==> config.mk <==
export PLATFORM = sky130hd
export DESIGN_NAME = hazard_scoreboard
export DESIGN_NICKNAME = d
export VERILOG_FILES = /design/src/rtl/hazard_scoreboard.sv
export SDC_FILE = /design/constraint.sdc
export NUM_CORES = 1
export LEC_CHECK = 0
export CELL_PAD_IN_SITES_DETAIL_PLACEMENT = 1
export CELL_PAD_IN_SITES_GLOBAL_PLACEMENT = 2
export CORE_ASPECT_RATIO = 0.75
export CORE_MARGIN = 5
export CORE_UTILIZATION = 28
export CTS_BUF_LIST = sky130_fd_sc_hd__clkbuf_16
export DETAILED_ROUTE_END_ITERATION = 8
export PLACE_DENSITY_LB_ADDON = 0.12
export SLEW_MARGIN = 10
export SYNTH_ARGS = -nofsm -noshare
export SYNTH_HDL_FRONTEND = slang
export SYNTH_SLANG_ARGS = --single-unit
==> constraint.sdc <==
create_clock -name clk -period 2.98 [get_ports clk]
set_input_delay 0.596 -clock clk [delete_from_list [all_inputs] [get_ports clk]]
set_output_delay 0.596 -clock clk [all_outputs]
set_load 0.01 [all_outputs]
==> src/rtl/hazard_scoreboard.sv <==
// Load-use hazard unit beside ID: per-register countdown scoreboard with
// configurable load latency, XZR exclusion, branch-flush handling and a stall counter.
module hazard_scoreboard #(
    parameter int unsigned REG_W    = 5,
    parameter int unsigned NUM_REGS = 32,
    parameter int unsigned LOAD_LAT = 1,
    parameter int unsigned ZERO_REG = 31,
    parameter int unsigned CNT_W    = 16
) (
    input  logic                clk,
    input  logic                reset,
    input  logic                id_valid,
    input  logic [REG_W-1:0]    id_rn,
    input  logic [REG_W-1:0]    id_rm,
    input  logic                id_use_rn,
    input  logic                id_use_rm,
    input  logic [REG_W-1:0]    id_rd,
    input  logic                id_is_load,
    input  logic                ex_branch_taken,
    output logic                stall,
    output logic                pc_write,
    output logic                ifid_write,
    output logic                idex_bubble,
    output logic                ifid_flush,
    output logic [NUM_REGS-1:0] pending_mask,
    output logic [CNT_W-1:0]    stall_count
);

    localparam int unsigned CTR_W = (LOAD_LAT < 2) ? 1 : $clog2(LOAD_LAT + 1);

    logic [CTR_W-1:0] cnt_q [NUM_REGS];
    logic [CNT_W-1:0] stall_count_q;
    logic             hz_rn;
    logic             hz_rm;
    logic             issue;

    // Only the prior counter state is consulted, so a load never stalls on its own rd.
    assign hz_rn = id_use_rn && (id_rn != REG_W'(ZERO_REG)) && (cnt_q[id_rn] != '0);
    assign hz_rm = id_use_rm && (id_rm != REG_W'(ZERO_REG)) && (cnt_q[id_rm] != '0);

    assign stall       = id_valid && (hz_rn || hz_rm) && !ex_branch_taken;
    assign issue       = id_valid && !stall && !ex_branch_taken;
    assign pc_write    = !stall;
    assign ifid_write  = !stall;
    assign idex_bubble = stall || ex_branch_taken;
    assign ifid_flush  = ex_branch_taken;
    assign stall_count = stall_count_q;

    always_comb begin
        pending_mask = '0;
        for (int unsigned i = 0; i < NUM_REGS; i++) begin
            pending_mask[i] = (cnt_q[i] != '0);
        end
    end

    always_ff @(posedge clk) begin
        if (reset) begin
            for (int unsigned i = 0; i < NUM_REGS; i++) begin
                cnt_q[i] <= '0;
            end
            stall_count_q <= '0;
        end else begin
            for (int unsigned i = 0; i < NUM_REGS; i++) begin
                if (issue && id_is_load && (id_rd == REG_W'(i)) && (i != ZERO_REG)) begin
                    cnt_q[i] <= CTR_W'(LOAD_LAT);
                end else if (cnt_q[i] != '0) begin
                    cnt_q[i] <= cnt_q[i] - CTR_W'(1);
                end
            end
            if (stall && (stall_count_q != '1)) begin
                stall_count_q <= stall_count_q + CNT_W'(1);
            end
        end
    end

endmodule

==> results.ini <==
[global_routing]
met2_usage = 0.223
grtUsageMet3 = 0.0306
grt_pass1_wl_mm = 17.9
grt_overflow = 0
grt_pass1_vias = 3073
busiest_layer = met1
antenna_found_initial = 0
use_met1 = 0.235
grt_usage = 0.153
grt_max_degree = 37

[die]
rows = 35
fp.dieH_um = 107
dieArea_sq_mm = 0.0148
core_region_area_sq_mm = 0.0122
start_util = 0.285
num_io_pins = 75
die_x_um = 139

[clocking]
cts_root_buffer = clkbuf_16
cts_buffers = 5
clkTransAtPathRegs_ns = 0.07
h-tree-depth = 2
cts_buffer_depth = 2
clock_sinks = 48
cts_tree = done
holdBufCountCts = 0
clock_latency_ns = 0.30

[worst_setup_path]
required_ns = 2.38
critPathKind = input port to output port
startpoint_type = input port
end_kind = output port
path_max_fanout = 4
crit_arrival_ns = 2.32

[yosys]
ys_ff_latch = 48
synth_warnings = 0
synthArstFlopShare = 0
synth_edf_count = 32
synth-main-ff-cell = edfxtp_1
synthTopCellsByArea = edfxtp_1 (28%), dfxtp_1 (9.2%), buf_4 (7.8%)
syn_inst = 373
yosys.area.top_type = edfxtp_1
avgSynthCellArea_sq_um = 9.33
syn_area_sq_mm = 0.00348
ys_seq_area_frac = 0.368
synth.distinct_cells = 47
synth_top_area_frac = 0.276
synth_nets = 396

[drt]
routed_wirelength_mm = 11.3
firstDrtPassIters = 5
drcViolationCount = 0
antenna_left = 0
wl_per_cell_um = 18.5
drt-initial-drc-count = 189
viasPerCell = 4.94
vias = 3017

[pwr]
pwr-share-comb = 0.256
p_int_w = 0.00131
ir_worst_vdd_uv = 219
power_frac_clock = 0.308
powerDensity_mw_per_mm2 = 398
power_leakage_nw = 1.76
switchingPower_w = 0.000540
switching_share = 0.292
power_frac_seq = 0.436

[cells_and_area]
drive_above_1_share = 0.220
syn_to_final_growth_pct = 33.8
nets = 467
fin_area_sq_mm = 0.00466
num_antenna_cells = 0

[hold_path]
hold_path_class = flip-flop to flip-flop

[placement]
dpl_cell_area_sq_mm = 0.00441
place.gp.congestion = 0.784
dpl.hpwl_mm = 8.77
io_buffers = 74

[status]
status = complete, no violations

[sta]
tightest_slew_ns = 0.391
clock.fmax_ghz = 0.343
final_hold_viol_count = 0
relSlewSlack = 0.739
setup_viol = 0
fin_worst_hold_slack_ns = 0.559
final.min_clock_period_ns = 2.91
fin_skew_ns = 0.00645
fin_crit_sh = 0.978
rsz0062_at_grt = false
slew_viol_final = 0

[flow_run]
maxCapViolations = 0

==> metal layers <==
layer	routed length (um)	share of wire
met5	0	0
met3	569	0.050
met4	60	0.0053
met1	5960	0.53
met2	4740	0.42
==> power by group through the flow <==
stage | Sequential (W) | Clock [W] | Combinational (W)
4_1_cts | 0.000807 | 0.000597 | 0.000475
6_report | 0.000807 | 0.000571 | 0.000474
3_5_place_dp | 0.000822 | 0 | 0.000454
3_3_place_gp | 0.000821 | 0 | 0.000447
5_1_grt | 0.000813 | 0.000619 | 0.000512
2_1_floorplan | 0.000799 | 0 | 0.000285
==> per-stage QoR <==
| stage | power (W) | utilization | setup WS, ns | std cells | TNS [ns] |
|---|---|---|---|---|---|
| after global placement | 0.00127 | 0.361 | -0.721 | 600 | -22.86 |
| after detailed placement | 0.00128 | 0.361 | -0.746 | 600 | -26.51 |
| after CTS | 0.00188 | 0.381 | 0.0000342 | 611 | 0 |
| after global routing | 0.00194 | 0.381 | 0.00597 | 611 | 0 |
| final | 0.00185 | 0.381 | 0.0665 | 611 | 0 |
| after floorplan | 0.00108 | - | 0.0357 | 373 | 0 |
==> state kept, by name (all words and copies together), names as in the netlist <==
name / flops
cnt_q: 32
stall_count: 16
==> cell usage after synthesis (2+ instances only) <==
master / n
a211oi_1: 5
a21oi_1: 5
a21oi_2: 2
a22oi_1: 5
a311o_1: 12
a311oi_1: 2
a31o_2: 2
a41o_1: 3
and2_1: 2
and3_1: 7
buf_1: 4
buf_2: 4
buf_4: 36
buf_6: 5
clkbuf_1: 9
dfxtp_1: 16
edfxtp_1: 32
inv_1: 6
mux2_2: 4
mux2i_1: 20
mux4_2: 9
nand2_1: 22
nand2b_1: 4
nand3_1: 12
nand3b_1: 3
nand4_1: 4
nor2_1: 68
nor2b_1: 9
nor3_1: 6
nor3b_1: 3
o21a_1: 14
o21ai_0: 16
o31ai_1: 3
xnor2_1: 6
==> final timing paths <==
kind | slack (ns) | to | startpoint | cells past startpoint
min reg2reg | 0.56 | stall_count[1] | stall_count[1] | 2
min | 0.56 | stall_count[1] | stall_count[1] | 2
max | 0.07 | idex_bubble | id_rn[1] | 9
max reg2reg | 0.38 | cnt_q[21] | cnt_q[13] | 8
==> layout make-up <==
class	instances	area [sq um]
Clock buffer	5	125
Clock inverter	3	15.0
Fill cell	1375	7560
Inverter	6	22.5
Multi-Input combinational cell	260	1830
Sequential cell	48	1280
Tap cell	166	208
Timing Repair Buffer	123	1180
==> worst max-delay path, stage by stage <==
cell       delay (ns)
buf_2            0.14
bufbuf_16        0.27
mux2i_1          0.11
mux4_2           0.49
a21oi_2          0.18
nand4_2          0.15
nand2_4          0.14
a21o_1           0.11
buf_2            0.12
==> cells by family after synthesis <==
kind of cell / count (synthesis) / share of synthesized area
AO/OA/AOI/OAI: 75 / 0.161
XOR/XNOR: 6 / 0.0151
AND/OR/NAND/NOR: 145 / 0.197
flip-flops: 48 / 0.368
multiplexers: 33 / 0.129
adder cells (fa/ha/maj): 1 / 0.00359
buffers and inverters: 65 / 0.126
==> what timing repair did <==
item	CTS	global route
pin swaps	7	8
setup buffers	1	0
cloned	2	0
resized for setup	40	15
setup endpoints to repair	60	4
==> placed cells by master (no fill, tap or decap), drive strengths merged, types with 6 or more instances in the layout <==
cell type,instances
dfxtp,16
buf,54
nand2,22
a311o,12
nor2,68
inv,7
nor3,6
xnor2,6
mux2i,20
nand3,12
o21ai,16
o21a,14
clkdlybuf4s50,60
a21oi,7
edfxtp,32
clkbuf,8
nor2b,9
mux4,9
and3,7
No activity file was read; power rests on OpenSTA's default activity.
